===== config.mk =====
export PLATFORM = sky130hd
export DESIGN_NAME = fifo_drain_packer
export DESIGN_NICKNAME = d
export VERILOG_FILES = /design/src/rtl/fifo_drain_packer_pkg.sv /design/src/rtl/word_out_slot.sv /design/src/rtl/fifo_drain_packer.sv
export SDC_FILE = /design/constraint.sdc
export NUM_CORES = 1
export LEC_CHECK = 0
export CORE_MARGIN = 4
export CORE_UTILIZATION = 35
export DETAILED_ROUTE_END_ITERATION = 8
export PLACE_DENSITY = 0.69
export SLEW_MARGIN = 10
export SYNTH_ARGS = -nofsm -noshare
export SYNTH_HDL_FRONTEND = slang
export SYNTH_HIERARCHICAL = 1
export SYNTH_SLANG_ARGS = --single-unit
export TNS_END_PERCENT = 5

===== constraint.sdc =====
create_clock -name clock -period 2.02 [get_ports clock]
set_input_delay 0.303 -clock clock [delete_from_list [all_inputs] [get_ports clock]]
set_output_delay 0.303 -clock clock [all_outputs]
set_load 0.02 [all_outputs]

===== src/rtl/fifo_drain_packer_pkg.sv =====
// Shared types and helpers for the FIFO drain packer.
// Holds the controller state encoding and the fill-to-lane-mask helper.
package fifo_drain_packer_pkg;

   typedef enum logic [0:0] {
      ST_COLLECT = 1'b0,
      ST_FLUSH   = 1'b1
   } drain_state_t;

   localparam int MAX_PACK = 32;

   // Lanes below fill are valid; the mask is always contiguous from lane 0.
   function automatic logic [MAX_PACK-1:0] keep_mask(input int fill);
      logic [MAX_PACK-1:0] m;
      m = '0;
      for (int i = 0; i < MAX_PACK; i++) begin
         if (i < fill) m[i] = 1'b1;
      end
      return m;
   endfunction

endpackage


===== src/rtl/word_out_slot.sv =====
// Output word register for the drain packer: holds data/keep stable while
// the downstream stalls and reports when a new word may be loaded.
module word_out_slot #(
   parameter int WORD_W = 32,
   parameter int PACK   = 4
) (
   input  logic              clock,
   input  logic              resetn,
   input  logic              load,
   input  logic [WORD_W-1:0] load_data,
   input  logic [PACK-1:0]   load_keep,
   input  logic              out_ready,
   output logic [WORD_W-1:0] out_data,
   output logic [PACK-1:0]   out_keep,
   output logic              out_valid,
   output logic              slot_free
);

   assign slot_free = !out_valid || out_ready;

   always_ff @(posedge clock) begin
      if (!resetn) begin
         out_valid <= 1'b0;
         out_data  <= '0;
         out_keep  <= '0;
      end else if (load) begin
         out_valid <= 1'b1;
         out_data  <= load_data;
         out_keep  <= load_keep;
      end else if (out_ready) begin
         out_valid <= 1'b0;
      end
   end

endmodule


===== src/rtl/fifo_drain_packer.sv =====
// Read-side controller for the synchronous FIFO: drains entries, packs PACK
// of them per output word, and emits a masked partial word on flush.
//
//   state      | meaning
//   COLLECT    | issue reads while the FIFO has data and a lane is available
//   FLUSH      | reads stopped; wait for the in-flight entry, then emit partial
module fifo_drain_packer
   import fifo_drain_packer_pkg::*;
#(
   parameter int WIDTH = 8,
   parameter int PACK  = 4,
   parameter int CNT_W = 3
) (
   input  logic                  clock,
   input  logic                  resetn,
   input  logic                  fifo_empty,
   output logic                  fifo_rd_enb,
   input  logic [WIDTH-1:0]      fifo_data,
   input  logic                  flush,
   output logic [WIDTH*PACK-1:0] out_data,
   output logic [PACK-1:0]       out_keep,
   output logic                  out_valid,
   input  logic                  out_ready,
   output logic                  busy
);

   localparam int WORD_W = WIDTH * PACK;

   drain_state_t        state;
   logic [WORD_W-1:0]   asm_word;
   logic [CNT_W-1:0]    fill;
   logic                inflight;
   logic                flush_pending;

   logic                slot_free;
   logic                word_done;
   logic                fill_full;
   logic                lane_room;
   logic                flush_active;
   logic                flush_emit;
   logic                stall_emit;
   logic                load;
   logic [WORD_W-1:0]   load_data;
   logic [PACK-1:0]     load_keep;
   logic [PACK-1:0]     lane_keep;

   assign fill_full  = (fill == CNT_W'(PACK));
   assign word_done  = inflight && (fill == CNT_W'(PACK-1)) && slot_free;
   assign lane_room  = ({1'b0, fill} + {{CNT_W{1'b0}}, inflight}) < (CNT_W+1)'(PACK);

   // A flush seen in COLLECT acts on the same edge when nothing is in flight,
   // which is what gives the one-cycle partial-word latency.
   assign flush_active = (state == ST_FLUSH) || (state == ST_COLLECT && flush);
   assign flush_emit   = flush_active && !inflight && (fill != '0) && slot_free;
   assign stall_emit   = fill_full && slot_free;
   assign load         = word_done || stall_emit || flush_emit;

   assign fifo_rd_enb = resetn && !fifo_empty && (state == ST_COLLECT) && !flush &&
                        (lane_room || word_done);

   assign busy = (fill != '0) || inflight || flush_pending || out_valid;

   assign lane_keep = PACK'(keep_mask(int'(fill)));

   always_comb begin
      load_keep = '1;
      load_data = {fifo_data, asm_word[WORD_W-WIDTH-1:0]};
      if (!word_done) begin
         load_keep = lane_keep;
         for (int l = 0; l < PACK; l++) begin
            load_data[l*WIDTH +: WIDTH] = lane_keep[l] ? asm_word[l*WIDTH +: WIDTH] : '0;
         end
      end
   end

   always_ff @(posedge clock) begin
      if (!resetn) begin
         state         <= ST_COLLECT;
         asm_word      <= '0;
         fill          <= '0;
         inflight      <= 1'b0;
         flush_pending <= 1'b0;
      end else begin
         inflight <= fifo_rd_enb;

         if (inflight) begin
            for (int l = 0; l < PACK; l++) begin
               if (fill == CNT_W'(l)) asm_word[l*WIDTH +: WIDTH] <= fifo_data;
            end
            fill <= word_done ? '0 : fill + CNT_W'(1);
         end else if (stall_emit || flush_emit) begin
            fill <= '0;
         end

         case (state)
            ST_COLLECT: begin
               if (flush && !flush_emit && (inflight || fill != '0)) begin
                  state         <= ST_FLUSH;
                  flush_pending <= 1'b1;
               end
            end
            ST_FLUSH: begin
               if (!inflight && (fill == '0 || slot_free)) begin
                  state         <= ST_COLLECT;
                  flush_pending <= 1'b0;
               end
            end
            default: begin
               state         <= ST_COLLECT;
               flush_pending <= 1'b0;
            end
         endcase
      end
   end

   word_out_slot #(
      .WORD_W (WORD_W),
      .PACK   (PACK)
   ) u_slot (
      .clock     (clock),
      .resetn    (resetn),
      .load      (load),
      .load_data (load_data),
      .load_keep (load_keep),
      .out_ready (out_ready),
      .out_data  (out_data),
      .out_keep  (out_keep),
      .out_valid (out_valid),
      .slot_free (slot_free)
   );

endmodule


Word-level counts from Yosys, hierarchy flattened:

Index checks and enable logic that the tools add are counted.

* bits in registers: 75
* output and inout bits: 39
* bits of input ports: 13
* logic and storage cells: 84

* magnitude comparators: 5
* add/sub/neg operators: 2
* reduce and logical (&&, ||, !) cells: 38
* bitwise gates (word level): 1
* multiplexer cells: 21
* equal/unequal tests: 6

Operator list (count)
* 2-to-1 mux 32 bit: 1
* 2-to-1 mux 8 bit: 4
* logical AND 1 bit: 14
* logical OR 1 bit: 10
* 2-to-1 mux 1 bit: 10
* AND reduction 2 bit: 5
* 2-to-1 mux 3 bit: 3
* == test 3 x 2 -> 1 bit, second input constant: 2
* less-than comparator 1 x 3 -> 1 bit, first input constant: 2
* less-than comparator 2 x 3 -> 1 bit, first input constant: 2
* logical NOT 1 bit: 5
* adder 3 x 1 -> 4 bit: 1
* less-than comparator 4 x 3 -> 1 bit, second input constant: 1
* 2-to-1 mux 4 bit: 1
* inequality test 2 x 1 -> 1 bit, second input constant: 2
* case mux 1 bit (2 select lines): 2
* nonzero test 2 bit: 2
* adder 3 x 1 -> 3 bit, second input constant: 1
* == test 3 x 1 -> 1 bit, second input constant: 1
* == test 3 bit, second input constant: 1
* logical NOT 3 bit: 1
* nonzero test 3 bit: 1
* NOT 1 bit: 1

Logic depth before layout (Yosys ltp):

* depth in word-level cells: 11
* depth in mapped cells: 9
* depth with buffers taken out: 6

Cells and area by module:

Netlist, hierarchy kept.

Modules (own cells, without submodules)
* fifo_drain_packer: times used 1, cells an instance 205, area each 1888.1 µm², seq. area each 760.7 µm²
* word_out_slot: times used 1, cells an instance 119, area each 1426.4 µm², seq. area each 740.7 µm²

Worst setup path before layout:

OpenSTA, ideal clock, no wires.

* path type: register -> register
* from: register fill[0]
* to: register u_slot.out_data[0]
* slack: 0.029 ns
* stages on the path, launching flop included: 10
* period minus slack after synthesis: 1.991 ns
* setup time: 0.116 ns
* buffers on the path: 3
* arrival: 1.875 ns
* cells stage by stage: dfxtp_1 > buf_4 > inv_1 > ha_1 > or3_1 > a31oi_1 > buf_6 > buf_12 > mux2i_1 > nor2b_1

* longest elaborated chain between the ends: 5

RTL lines
* start: declaration: RTL line fifo_drain_packer.sv:31 `logic [CNT_W-1:0] fill;`
* start signal: assignment: RTL line fifo_drain_packer.sv:90 `fill <= word_done ? '0 : fill + CNT_W'(1);`
* == test 3 x 2 -> 1 bit: RTL line fifo_drain_packer.sv:48 `assign word_done = inflight && (fill == CNT_W'(PACK-1)) && slot_free;`
* logical AND 1 bit (2 in a row): RTL line fifo_drain_packer.sv:48
* logical OR 1 bit: RTL line fifo_drain_packer.sv:56 `assign load = word_done || stall_emit || flush_emit;`
* logical OR 1 bit *: RTL line fifo_drain_packer.sv:56
* named net load: RTL line fifo_drain_packer.sv:42 `logic load;`
* end signal: assignment: RTL line word_out_slot.sv:28 `out_data <= load_data;`
* end: declaration: RTL line word_out_slot.sv:13 `output logic [WORD_W-1:0] out_data,`

Mark *: on every way through the listed nets, which the timed path passes. The rest lies on a longest branch.
A chain may end at the register's enable or synchronous reset.

Worst setup path after layout:

* from: register fill[0]
* to: register u_slot.out_data[17]

Same word-level chain as after synthesis.

==> summary.txt <==
Timing
  – Setup TNS Final: 0 ns
  – Max Clock Skew: 0.00573 ns
  – Fmax: 524 MHz
  – Setup violations, final: 0
  – RSZ-0062 raised after global routing: false
  – Setup ws final: 0.110 ns
  – Final slew viol count: 0
  – Count of final hold-check violations: 0
  – Period utilization: 94.6%
  – Max-Slew Margin vs Limit: 62.3%
  – Crit path time final: 1.91 ns
  – Worst-margin pin slew: 0.564 ns

Clocking
  – Htree depth: 3
  – Setup repair bufs after CTS: 0
  – Clock sinks: 75
  – CTS root buf: clkbuf_8
  – Reg clk slew, reported paths: 0.08 ns
  – TritonCTS clock tree: done
  – Clock Path Buffers: 2
  – Hold-fix buffers, CTS: 0
  – CTS buffer count: 9
  – Worst skew pair latency: 0.35 ns

Placement
  – Detailed Place HPWL: 5.13 mm
  – Gp weighted congestion: 0.785
  – Setup WS pre-CTS: -0.221 ns
  – PortBufs: 51

Layout
  – # diodes: 0
  – Final Util: 45.7%
  – Layout cells sized above 1: 13.6%
  – Area Overhead vs Synth: 27.5%
  – Final #Nets: 407

Setup path
  – Slowest-stage cell, CP: or3_1
  – Critical Path AT: 2.15 ns
  – Crit-path cells: inv_1 -> ha_2 -> or3_1 -> a31oi_4 -> buf_12 -> mux2i_1 -> nor2b_1
  – Buf/Inv on CP: 2
  – Crit-path leading delay family: simple AND/OR/NAND/NOR gates
  – Crit Path Category: reg -> reg
  – Critical Path Start Type: register
  – Max incr delay on CP: 0.39 ns
  – Critical Path Fanout Max: 19
  – CP endpoint kind: register
  – Critical Path RT: 2.26 ns

Logic synthesis
  – Synth top area share: 45.3%
  – Synth top area cells: dfxtp_1 45%, mux2i_1 18%, nor2b_1 11%, nor2_1 2.9%, nand2_1 2.2%
  – Post-synthesis sequential area ratio: 45.3%
  – Netlist cell types: 39
  – Simple-gate share of the synthesized area: 22.1%
  – Synth Instances: 324
  – Synth cell count leaders: 75 x dfxtp_1, 60 x mux2i_1, 58 x nor2b_1
  – XOR/XNOR share of the synthesized area: 0%
  – Complex-gate fraction of the synthesized area: 6.57%
  – Yosys reg bits: 75
  – Largest family of logic cells by synthesized area: simple AND/OR/NAND/NOR gates
  – Ys async rst share: 0%
  – Mapped Nets: 340
  – Synth Cell Area: 3310 µm²
  – Adder-cell share of the synthesized area: 1.13%
  – Area leader, netlist: dfxtp_1
  – Top_reg_cell synth: dfxtp_1
  – Most common cell in the netlist: dfxtp_1
  – Post-synth EDFFs: 0
  – Syn Area/Cell: 10.2 µm²
  – Multiplexer share of the synthesized area: 18.1%
  – Synth Warn #: 6

Drt
  – Iteration count of the initial detailed-routing pass: 6
  – Vias: 2421
  – Remaining DRCs: 0
  – Wire length per cell: 13.9 µm
  – Vias per cell: 4.61
  – Antenna Nets Post-Route: 0
  – Iter 0 DRT Violations: 90
  – Routed Wire Length: 7.31 mm

Floorplanning
  – Die width: 105 µm
  – Starting Density: 35.9%
  – Core area: 9240 µm²
  – Die Height: 105 µm
  – Ports: 52
  – # rows: 35
  – Die area: 11100 µm²

Run
  – Max-cap violation count: 0

Global route
  – First-pass GRT wire length: 11.9 mm
  – Antenna violations before repair: 0
  – Grt total ovfl: 0
  – Pin count of the biggest net entering global routing: 44
  – Total GRT Usage: 13.5%
  – Vias in the first global route: 2462

Run status
  – Status: finished clean

Power and ir drop
  – Lkg Pwr: 1.58 nW
  – Power per cell area: 676 nW/µm²
  – IR drop worst, VDD: 0.261 mV

Min path
  – Worst Hold Class: reg -> reg
layout make-up:
class | instances | area [µm²]
inverters | 10 | 37.5
flip-flops and latches | 75 | 1500
repair buffers | 76 | 717
clock inverters | 6 | 63.8
clock buffers | 10 | 138
fillers | 876 | 5010
multi-input cells | 219 | 1610
well taps | 129 | 161
stage by stage:
stage	instance area, µm²	std cells	hold WS (ns)	power (mW)
global placement	4030	509	0.442	1.72
CTS	4240	525	0.460	2.90
detailed placement	4030	509	0.448	1.73
floorplan	3310	324	0.431	1.64
global route	4230	525	0.480	2.97
finish	4230	525	0.461	2.86
routing by layer:
metal	GRT usage, %	up-vias	wire (µm)
li1	-	1226	-
met1	16.4	1140	3370
met2	22.3	44	3520
met3	3.74	11	272
met4	5.53	0	145
met5	0	-	0
power breakdown:
group	switching (mW)	internal, mW	total (mW)	leakage [nW]
logic	0.100	0.0919	0.192	0.880
clock network	0.567	0.604	1.17	0.0987
registers	0.00649	1.49	1.49	0.605
total	0.674	2.18	2.86	1.58
worst min-delay path, cell delays in order, from the launching register on:
cell	delay [ns]
dfxtp_1	0.32
nand2_1	0.05
a21oi_1	0.05
sequential cells by signal (all words and copies together), names as in the netlist:
signal / flops
flush_pending: 1
inflight: 1
asm_word: 32
u_slot/out_keep: 4
fill: 3
u_slot/out_data: 32
u_slot/out_valid: 1
state: 1
path summary, 6_finish.rpt:
check             cells past startpoint    startpoint                  end  slack (ns)
setup / recovery                      7       fill[0]  u_slot/out_data[17]        0.11
hold / removal                        2  asm_word[31]         asm_word[31]        0.46
setup reg to reg                      7       fill[0]  u_slot/out_data[17]        0.11
hold reg to reg                       2  asm_word[31]         asm_word[31]        0.46
placed cells by master, fill, tap and decap left out, drive strengths merged, types with 2 or more instances in the layout:
cell	synthesis	layout
nor2b	58	58
nand3	2	2
clkdlybuf4s50	0	49
nand2b	3	3
o2111a	2	2
a31oi	2	2
a22o	8	8
buf	14	26
clkinv	0	2
ha	3	3
nor2	27	27
nand4b	2	2
and2b	3	3
mux2i	60	60
a21oi	10	10
inv	10	11
nand2	19	19
nand3b	3	3
nor3	5	5
dfxtp	75	75
clkinvlp	0	2
clkbuf	6	11
logic make-up (layout without fill, tap and decap cells):
family	Yosys count	count (layout)
compound gates	29	29
fa+ha+maj	3	3
buf+inv	30	102
flops	75	75
mux	60	60
simple gates	127	127
timing repair:
| action | in CTS | in global routing |
|---|---|---|
| pin swaps | 1 | 0 |
| gates cloned | 0 | 0 |
| setup endpoints to repair | 2 | 2 |
| resized for setup | 8 | 2 |
Note: power is estimated with default switching activity, not from simulation.
